===== src/rtl/pipe_stage_bank.sv =====
// Bank of STAGES pipeline latches with per-stage stall and flush.
// Empty slots collapse under backpressure, and bubbles caused by stalls are counted.
module pipe_stage_bank #(
    parameter int unsigned      WIDTH  = 32,
    parameter int unsigned      STAGES = 4,
    parameter logic [WIDTH-1:0] NOP    = '0
) (
    input  logic              clk,
    input  logic              reset,
    input  logic              in_valid,
    input  logic [WIDTH-1:0]  in_data,
    output logic              in_ready,
    input  logic [STAGES-1:0] stall,
    input  logic [STAGES-1:0] flush,
    output logic              out_valid,
    output logic [WIDTH-1:0]  out_data,
    input  logic              out_ready,
    output logic [STAGES-1:0] stage_valid,
    output logic [15:0]       bubble_count
);

    localparam int unsigned LAST = STAGES - 1;

    logic [STAGES-1:0] v;
    logic [WIDTH-1:0]  d        [STAGES];
    logic [STAGES-1:0] hold;
    logic [STAGES-1:0] kill;
    logic [STAGES-1:0] feedValid;
    logic [WIDTH-1:0]  feedData [STAGES];
    logic [STAGES-1:0] bubbleHit;
    logic              downHold;
    logic              killAcc;
    logic              inAccept;

    // Hold propagates from the output end; flush kills the named stage and every younger one.
    always_comb begin
        hold     = '0;
        kill     = '0;
        downHold = ~out_ready;
        killAcc  = 1'b0;
        for (int i = int'(LAST); i >= 0; i--) begin
            hold[i]  = stall[i] | (v[i] & downHold);
            downHold = hold[i];
            killAcc  = killAcc | flush[i];
            kill[i]  = killAcc;
        end
    end

    assign in_ready    = ~hold[0] & ~(|flush);
    assign inAccept    = in_valid & in_ready;
    assign out_valid   = v[LAST] & ~stall[LAST];
    assign out_data    = d[LAST];
    assign stage_valid = v;

    // What each stage would load if it moves; bubbleHit marks a slot starved by a held, valid predecessor.
    always_comb begin
        feedValid = '0;
        bubbleHit = '0;
        for (int i = 0; i < int'(STAGES); i++) begin
            feedData[i] = NOP;
        end
        feedValid[0] = inAccept;
        feedData[0]  = in_data;
        for (int i = 1; i < int'(STAGES); i++) begin
            feedValid[i] = v[i-1] & ~kill[i-1] & ~hold[i-1];
            feedData[i]  = d[i-1];
            bubbleHit[i] = ~kill[i] & ~hold[i] & v[i-1] & hold[i-1];
        end
    end

    always_ff @(posedge clk or negedge reset) begin
        if (!reset) begin
            v            <= '0;
            bubble_count <= '0;
            for (int i = 0; i < int'(STAGES); i++) begin
                d[i] <= NOP;
            end
        end else begin
            for (int i = 0; i < int'(STAGES); i++) begin
                if (kill[i]) begin
                    v[i] <= 1'b0;
                    d[i] <= NOP;
                end else if (!hold[i]) begin
                    v[i] <= feedValid[i];
                    d[i] <= feedValid[i] ? feedData[i] : NOP;
                end
            end
            if ((|bubbleHit) && (bubble_count != 16'hFFFF)) begin
                bubble_count <= bubble_count + 16'(1);
            end
        end
    end

endmodule

===== config.mk =====
export PLATFORM = sky130hd
export DESIGN_NAME = pipe_stage_bank
export DESIGN_NICKNAME = d
export VERILOG_FILES = /design/src/rtl/pipe_stage_bank.sv
export SDC_FILE = /design/constraint.sdc
export NUM_CORES = 1
export LEC_CHECK = 0
export ABC_AREA = 1
export CELL_PAD_IN_SITES_DETAIL_PLACEMENT = 0
export CELL_PAD_IN_SITES_GLOBAL_PLACEMENT = 1
export CORE_ASPECT_RATIO = 0.8
export CORE_UTILIZATION = 40
export CTS_BUF_LIST = sky130_fd_sc_hd__clkbuf_4 sky130_fd_sc_hd__clkbuf_8
export DETAILED_ROUTE_END_ITERATION = 8
export PLACE_DENSITY = 0.81
export SETUP_SLACK_MARGIN = 0.1
export SYNTH_ARGS = -nofsm -noshare
export SYNTH_HDL_FRONTEND = slang
export SYNTH_SLANG_ARGS = --single-unit

===== constraint.sdc =====
create_clock -name clk -period 2.4 [get_ports clk]
set_input_delay 0.48 -clock clk [delete_from_list [all_inputs] [get_ports clk]]
set_output_delay 0.48 -clock clk [all_outputs]
set_load 0.05 [all_outputs]

==> impl_metrics.csv, run 1 <==
group,metric,value,unit
finish,final.fill_count,1478,
worst_setup_path,cp.arrival,1.75,ns
timing,holdWs,0.476,ns
power,p_comb_frac,0.050,
finish,drive_gt1_frac,0.104,
die,fp-row-count,41,
routing,first_pass_iters,4,
routing,totalWireLength,14.4,mm
worst_setup_path,cp_cell_sequence,"buf_4 -> clkdlybuf4s50_1",
yosys,synth.distinct_cells,27,
power,pwr-share-clk,0.412,
die,core-area,15700,µm²
clocking,clock_latency,0.45,ns
power,p_leak,3.60,nW
yosys,yosysWarnings,0,
global_route,antenna_found_initial,0,
worst_setup_path,crit_type,"flip-flop to primary output",
finish,n_antenna_cell,0,
worst_setup_path,startpoint_type,"flip-flop",
run_status,status,"finished clean",
worst_setup_path,max_stage_delay,0.79,ns
clocking,clkTransAtPathRegs,0.08,ns
clocking,numCtsBuffers,17,
finish,layout.cells.non_filler,995,
die,dieArea,16600,µm²
run,cap_violations,0,
place,placed_cells,956,
routing,drtAntennaViolNets,0,
timing,fin_setup_tns,0,ns
power,seq_power_share,0.538,
timing,min_period,2.23,ns
power,vdd_drop_max,339,µV
worst_setup_path,cp_top_family,"buffers and inverters",
die,die_w,144,µm
die,initial_core_util,0.408,
timing,timing.final.crit_share,0.928,
timing,max_freq,449,MHz
yosys,avgSynthCellArea,9.31,µm²
place,gp_congestion,0.865,
yosys,yosysSeqAreaShare,0.576,
routing,via_count,4778,
die,io_pins,98,
clocking,tritoncts,"built",
routing,drt_iter0_drc,356,
worst_setup_path,cp_num_cells,2,
global_route,grt_pass1_wl,23.5,mm
power,internal_power,3.56,mW
worst_setup_path,slowest_stage,"clkdlybuf4s50_1",
global_route,grt_max_degree,65,
finish,regArea,3700,µm²
finish,multi_input_area,1780,µm²
timing,rsz0062_at_grt,"true",
worst_setup_path,cp_max_fo,3,
timing,setup_viol,0,
global_route,gr-total-overflow,0,
clocking,ctsLongestPathBuffers,2,
timing,worst_slew_pin_slew,0.510,ns
place,dp_hpwl,10.1,mm
global_route,grt_pass1_vias,4601,
worst_setup_path,crit_required,1.92,ns
timing,finalClockSkew,0.0131,ns
yosys,synthCells,690,
die,die_h,115,µm
timing,hold_viol_final,0,
routing,routed_via_density,4.80,
yosys,synth-seq-cells,148,
finish,mostFrequentLayoutCell,"dfrtp_1",
worst_setup_path,worstSetupEndpointType,"primary output",
power,power_density,586,nW/µm²
power,switching_power,1.08,mW
worst_setup_path,cp_num_buf_inv,2,
yosys,synth_fp_nets,735,
worst_setup_path,r2r_cells,7,
finish,num-nets-final,812,
timing,relSlewSlack,0.659,
clocking,clkSinkCount,148,
routing,wl_per_cell,14.5,µm
global_route,grt_use_total,0.188,
finish,layout_common_cells,"dfrtp_1, inv_1, nand3_1, clkdlybuf4s50_1, o22ai_1",
hold_path,hold_class,"input port to asynchronous set/reset pin",
place,port-buffer-count,97,
clocking,h-tree-depth,4,
routing,drc,0,
power,sw_frac_of_total,0.233,
clocking,clockRootBuffer,"clkbuf_8",
timing,drv_slew,0,
finish,area_growth,23.4,%
yosys,syn_area,6430,µm²
-- sequential cells by signal, summed over array words and instances (netlist names) --
register and count:
d 96, bubble_count 16, stage_valid 4, out_data 32
-- synth_stat cells --
| library cell | instances | area share |
|---|---|---|
| dfrtp_1 | 148 | 0.58 |
| inv_1 | 144 | 0.084 |
| nand3_1 | 87 | 0.068 |
| o22ai_1 | 64 | 0.062 |
| nand2_1 | 58 | 0.034 |
| buf_4 | 38 | 0.044 |
| o21ai_0 | 36 | 0.028 |
| o21ai_1 | 30 | 0.023 |
| clkbuf_1 | 14 | 0.0082 |
| nor2_1 | 14 | 0.0082 |
| buf_2 | 11 | 0.0086 |
| xor2_1 | 8 | 0.011 |
| nand4_1 | 6 | 0.0058 |
| nand2_2 | 5 | 0.0049 |
| nand3b_1 | 4 | 0.0047 |
| nor3_1 | 4 | 0.0031 |
| inv_2 | 3 | 0.0018 |
| nand2_4 | 3 | 0.0053 |
| xnor2_1 | 3 | 0.0041 |
| buf_1 | 2 | 0.0012 |
| nand4_2 | 2 | 0.0039 |
| a21oi_2 | 1 | 0.0014 |
| buf_6 | 1 | 0.0018 |
| ha_1 | 1 | 0.0019 |
| nor2_2 | 1 | 0.00097 |
| nor2_4 | 1 | 0.0018 |
| nor3_2 | 1 | 0.0016 |
-- cell families after synthesis --
| group | after synthesis | synth area share |
|---|---|---|
| DFF | 148 | 0.576 |
| and+or+nand+nor | 186 | 0.142 |
| AOI/OAI and AO/OA | 131 | 0.115 |
| adders and majority gates | 1 | 0.00195 |
| buffers and inverters | 213 | 0.150 |
| xor gates and xnor gates | 11 | 0.0150 |
-- power by group through the flow --
stage | Clock (mW) | Sequential (mW) | Combinational [mW]
3_3_place_gp | 0 | 2.55 | 0.229
4_1_cts | 1.96 | 2.50 | 0.237
3_5_place_dp | 0 | 2.55 | 0.232
2_1_floorplan | 0 | 2.55 | 0.0684
6_report | 1.91 | 2.50 | 0.232
5_1_grt | 2.07 | 2.50 | 0.257
-- per-layer routing --
layer,vias up,GRT usage,wire [µm]
li1,2339,-,-
met2,105,0.288,6670
met4,0,0.0794,227
met3,17,0.0458,659
met5,-,0,0
met1,2317,0.256,6870
-- cell type report --
| type | instances | area share |
|---|---|---|
| Sequential cell | 148 | 0.467 |
| Multi-Input combinational cell | 329 | 0.224 |
| Timing Repair Buffer | 124 | 0.155 |
| Inverter | 147 | 0.0696 |
| Tap cell | 215 | 0.0339 |
| Clock buffer | 20 | 0.0331 |
| Clock inverter | 12 | 0.0167 |
-- what timing repair did --
action	CTS	global route
gates resized for setup	6	6
endpoints found under the setup margin	3	5
pin swaps	3	0
endpoints found under the hold margin	31	0
buffers inserted	4	2
hold buffers	1	0
-- metrics by stage --
step / power, mW / worst slack (ns) / util / cell area (µm²)
floorplan: 2.62 / 0.212 / - / 6430
global placement: 2.78 / 0.0600 / 0.474 / 7460
detailed placement: 2.78 / 0.0516 / 0.474 / 7460
CTS: 4.70 / 0.103 / 0.502 / 7900
global route: 4.82 / 0.0910 / 0.503 / 7930
finish: 4.64 / 0.174 / 0.503 / 7930
-- final timing paths --
check | end | startpoint | slack (ns)
max reg2reg | bubble_count[13] | bubble_count[0] | 0.58
min reg2reg | d[48] | d[80] | 0.51
max in group asynchronous | d[42] | reset | 1.23
min in group clk | d[48] | d[80] | 0.51
min | bubble_count[12] | reset | 0.48
max | stage_valid[3] | stage_valid[3] | 0.17
No activity file was read; power rests on OpenSTA's default activity.
==> run 2: changes to the inputs <==
--- a/config.mk
+++ b/config.mk
@@ -8,7 +8,6 @@
 export ABC_AREA = 1
 export CELL_PAD_IN_SITES_DETAIL_PLACEMENT = 0
 export CELL_PAD_IN_SITES_GLOBAL_PLACEMENT = 1
-export CORE_ASPECT_RATIO = 0.8
 export CORE_UTILIZATION = 40
 export CTS_BUF_LIST = sky130_fd_sc_hd__clkbuf_4 sky130_fd_sc_hd__clkbuf_8
 export DETAILED_ROUTE_END_ITERATION = 8
==> impl_metrics.csv, run 2 (same netlist as run 1, synthesis figures left out) <==
group,metric,value,unit
run_status,status,"finished clean",
finish,mostFrequentLayoutCell,"dfrtp_1",
die,die_h,129,µm
timing,setup_viol,0,
timing,layout_setup_ws,0.173,ns
power,p_leak,3.60,nW
power,seq_power_share,0.527,
clocking,clock_latency,0.44,ns
power,power_density,597,nW/µm²
power,vdd_drop_max,343,µV
worst_setup_path,cp.arrival,1.75,ns
power,p_comb_frac,0.048,
finish,regArea,3700,µm²
timing,relSlewSlack,0.656,
worst_setup_path,crit_type,"input port to primary output",
global_route,grt_max_degree,52,
routing,drc,0,
worst_setup_path,crit_path_end,"in_ready",
clocking,ctsLongestPathBuffers,2,
worst_setup_path,r2r_cells,7,
clocking,tritoncts,"built",
die,fp-row-count,45,
clocking,clkTransAtPathRegs,0.08,ns
timing,finalClockSkew,0.00749,ns
place,dp_slack,0.107,ns
global_route,grt_pass1_vias,4831,
timing,drv_slew,0,
timing,worst_slew_pin_slew,0.515,ns
timing,timing.final.crit_share,0.928,
worst_setup_path,crit_required,1.92,ns
timing,rsz0062_at_grt,"true",
worst_setup_path,r2r_start,"bubble_count[0]",
finish,layout_common_cells,"dfrtp_1, inv_1, clkdlybuf4s50_1, nand3_1, o22ai_1",
routing,totalWireLength,14.2,mm
routing,routed_via_density,4.81,
clocking,clkSinkCount,148,
clocking,clockRootBuffer,"clkbuf_8",
finish,num-nets-final,809,
die,dieArea,16600,µm²
global_route,antenna_found_initial,1,
timing,fin_setup_tns,0,ns
routing,first_pass_iters,4,
worst_setup_path,r2r_setup_slack,0.52,ns
power,internal_power,3.67,mW
die,die_w,129,µm
die,initial_core_util,0.417,
finish,multi_input_area,1790,µm²
global_route,grt_pass1_wl,23.5,mm
place,port-buffer-count,97,
finish,top_register,"d",
finish,postLayoutCoreUtil,0.514,
timing,hold_viol_final,0,
finish,area_growth,23.5,%
timing,holdWs,0.510,ns
timing,min_period,2.23,ns
worst_setup_path,cp_max_fo,3,
finish,largest_register_ffs,96,
place,placed_cells,952,
finish,final.fill_count,1446,
finish,layout.cells.non_filler,989,
timing,max_freq,449,MHz
worst_setup_path,startpoint_type,"input port",
power,sw_frac_of_total,0.226,
place,dp_hpwl,10.0,mm
worst_setup_path,rr_endpoint,"bubble_count[12]",
power,pwr-share-clk,0.424,
routing,drtAntennaViolNets,0,
power,switching_power,1.07,mW
die,core-area,15400,µm²
die,io_pins,98,
worst_setup_path,cp-startpoint,"stall[3]",
routing,via_count,4758,
global_route,grt_use_total,0.184,
clocking,numCtsBuffers,17,
worst_setup_path,worstSetupEndpointType,"primary output",
clocking,h-tree-depth,4,
run,cap_violations,0,
hold_path,hold_class,"input port to asynchronous set/reset pin",
global_route,gr-total-overflow,0,
routing,wl_per_cell,14.4,µm
routing,drt_iter0_drc,278,
finish,drive_gt1_frac,0.0978,
place,gp_congestion,0.847,
-- run 2: changes by cell type in the layout (fill, tap and decap cells not counted), moves of 2 or more --
cell,delta
clkdlybuf4s50_1,+2
buf_4,-3
clkinvlp_4,-2
nand2_2,-2
nand2_4,+2
-- run 2: layout make-up --
cell class | count | share of cell area
flip-flops and latches | 148 | 0.467
diodes | 1 | 0.000315
clock inverters | 12 | 0.0197
multi-input cells | 329 | 0.225
well taps | 211 | 0.0333
clock buffers | 20 | 0.0331
inverters | 147 | 0.0695
repair buffers | 121 | 0.152
-- run 2: per-layer routing --
| layer | global-route usage | vias to the layer above | share of wire |
|---|---|---|---|
| li1 | - | 2347 | - |
| met1 | 0.227 | 2278 | 0.44 |
| met2 | 0.308 | 115 | 0.49 |
| met3 | 0.0462 | 18 | 0.047 |
| met4 | 0.0789 | 0 | 0.018 |
| met5 | 0 | - | 0 |
-- run 2: worst min path at each step --
stage	start	endpoint	slack (ns)	cells after the start
after floorplan	reset	bubble_count[0]	0.18	0
after global placement	reset	out_data[29]	0.42	1
after detailed placement	reset	out_data[28]	0.42	1
after CTS	reset	out_data[31]	0.50	2
after global routing	reset	out_data[31]	0.52	2
final	reset	out_data[31]	0.51	2
-- run 2: repair_timing --
action	CTS	global route
cloned	0	0
pin swaps	0	4
setup endpoints to repair	2	3
resized for setup	2	8
hold buffers	1	0
endpoints found under the hold margin	37	0
setup buffers	0	3
-- run 2: critical path, stage by stage --
cell and delay, ns:
clkdlybuf4s50_1 0.43, inv_2 0.09, nand2_4 0.05, nand2_4 0.07
nand2_4 0.07, nand2_4 0.07, nand2_4 0.06, nand2_4 0.07
nand2_4 0.06, nor2_4 0.14, buf_12 0.15
-- run 2: power groups by stage --
stage | Combinational (mW) | Sequential (mW) | Clock [mW]
6_report | 0.229 | 2.50 | 2.01
5_1_grt | 0.255 | 2.50 | 2.16
4_1_cts | 0.232 | 2.50 | 2.06
3_5_place_dp | 0.230 | 2.55 | 0
3_3_place_gp | 0.227 | 2.55 | 0
2_1_floorplan | 0.0684 | 2.55 | 0
-- run 2: metrics by stage --
stage	total power [mW]	cell area [µm²]
global route	4.92	7930
global placement	2.78	7450
floorplan	2.62	6430
finish	4.74	7940
CTS	4.79	7880
detailed placement	2.78	7450
==> run 3: changes to the inputs <==
--- a/config.mk
+++ b/config.mk
@@ -13,6 +13,7 @@
 export DETAILED_ROUTE_END_ITERATION = 8
 export PLACE_DENSITY = 0.81
 export SETUP_SLACK_MARGIN = 0.1
+export SKIP_CTS_REPAIR_TIMING = 1
 export SYNTH_ARGS = -nofsm -noshare
 export SYNTH_HDL_FRONTEND = slang
 export SYNTH_SLANG_ARGS = --single-unit
==> impl_metrics.csv, run 3 (same netlist as run 1, synthesis figures left out) <==
group,metric,value,unit
finish,layout_common_cells,"dfrtp_1, inv_1, clkdlybuf4s50_1, nand3_1, o22ai_1",
hold_path,hold_class,"input port to asynchronous set/reset pin",
clocking,tritoncts,"built",
place,place_area,7450,µm²
finish,area_growth,23.1,%
global_route,grt_use_total,0.184,
routing,wl_per_cell,14.4,µm
routing,drt_iter0_drc,246,
worst_setup_path,cp_num_buf_inv,3,
timing,drv_slew,0,
timing,rsz0062_at_grt,"true",
routing,first_pass_iters,4,
power,power_density,599,nW/µm²
power,finalPower,4.74,mW
die,io_pins,98,
worst_setup_path,max_stage_delay,0.45,ns
die,initial_core_util,0.417,
timing,finalClockSkew,0.00821,ns
worst_setup_path,cp_max_fo,3,
worst_setup_path,worstSetupEndpointType,"primary output",
clocking,h-tree-depth,4,
routing,totalWireLength,14.2,mm
timing,fin_setup_tns,0,ns
finish,top_register,"d",
timing,max_freq,437,MHz
clocking,clock_latency,0.44,ns
worst_setup_path,slowest_stage,"clkdlybuf4s50_1",
worst_setup_path,cp_cell_sequence,"clkdlybuf4s50_1 -> inv_1 -> nand2_2 -> nand2_4 -> nand2_2 -> nand2_4 -> nand2_4 -> nand2_4 -> nand2_4 -> nand2_4 -> nor2_4 -> buf_12",
worst_setup_path,cp.arrival,1.81,ns
timing,timing.final.crit_share,0.954,
finish,drive_gt1_frac,0.0943,
finish,stdcell_area,7910,µm²
finish,final.fill_count,1451,
finish,multi_input_area,1780,µm²
worst_setup_path,cp_top_family,"simple AND/OR/NAND/NOR gates",
timing,worst_slew_pin_slew,0.515,ns
timing,holdWs,0.508,ns
place,gp_congestion,0.847,
run_status,status,"finished clean",
timing,hold_viol_final,0,
place,dp_hpwl,10.0,mm
routing,drc,0,
finish,num-nets-final,806,
timing,setup_viol,0,
routing,routed_via_density,4.80,
timing,relSlewSlack,0.656,
global_route,gr-total-overflow,0,
clocking,clkTransAtPathRegs,0.08,ns
timing,min_period,2.29,ns
worst_setup_path,crit_top_cell,"nand2_4",
timing,layout_setup_ws,0.110,ns
finish,largest_register_ffs,96,
power,vdd_drop_max,344,µV
clocking,clockRootBuffer,"clkbuf_8",
finish,regArea,3700,µm²
global_route,antenna_found_initial,1,
clocking,ctsLongestPathBuffers,2,
die,fp-row-count,45,
clocking,numCtsBuffers,17,
global_route,grt_pass1_wl,23.5,mm
die,die_h,129,µm
worst_setup_path,startpoint_type,"input port",
worst_setup_path,crit_type,"input port to primary output",
die,dieArea,16600,µm²
die,core-area,15400,µm²
global_route,grt_pass1_vias,4831,
place,port-buffer-count,97,
clocking,clkSinkCount,148,
routing,via_count,4734,
worst_setup_path,crit_required,1.92,ns
run,cap_violations,0,
power,p_leak,3.57,nW
place,dp_slack,0.107,ns
die,die_w,129,µm
finish,mostFrequentLayoutCell,"dfrtp_1",
routing,drtAntennaViolNets,0,
global_route,grt_max_degree,52,
-- run 3: cell count changes in the layout (fill, tap and decap cells not counted), sizes merged --
cell and change:
buf -3, clkdlybuf4s50 +2, dlygate4sd2 -2
-- run 3: worst reg2reg max path, cell delays in order, from the launching register on --
cell	delay, ns
dfrtp_1	0.45
ha_1	0.22
inv_1	0.07
nor2_4	0.15
nand4_2	0.25
nand2_1	0.46
nand2_1	0.12
nand2_1	0.08
-- run 3: path summary, 6_finish.rpt --
path	startpoint	end	slack [ns]	cells after the start
max in group asynchronous	reset	d[100]	1.17	3
worst min-delay path	reset	out_data[31]	0.51	2
worst max register to register	bubble_count[0]	bubble_count[12]	0.53	7
min in group clk	out_data[22]	out_data[22]	0.52	2
worst min register to register	out_data[22]	out_data[22]	0.52	2
worst max-delay path	out_ready	in_ready	0.11	12
-- run 3: through the flow --
stage	utilization	std cells
after floorplan	-	690
after global placement	0.483	952
after detailed placement	0.483	952
after CTS	0.510	984
after global routing	0.513	985
final	0.513	986
-- run 3: layout make-up --
cell class,instances,share of cell area
timing repair buffer,118,0.150
antenna,1,0.000316
inverter,147,0.0698
clock inverter,12,0.0198
tap,211,0.0334
clock buffer,20,0.0332
multi-input combinational,329,0.225
sequential,148,0.468
-- run 3: report_power, final --
part | internal (mW) | total (mW) | switching [mW]
registers | 2.50 | 2.50 | 0.00342
logic | 0.0914 | 0.229 | 0.138
clock network | 1.08 | 2.01 | 0.932
-- run 3: routing by layer --
metal | track usage | vias to the layer above | share of wire
met5 | 0 | - | 0
met4 | 0.0789 | 0 | 0.018
met3 | 0.0462 | 18 | 0.043
met2 | 0.308 | 113 | 0.49
met1 | 0.227 | 2261 | 0.45
li1 | - | 2342 | -
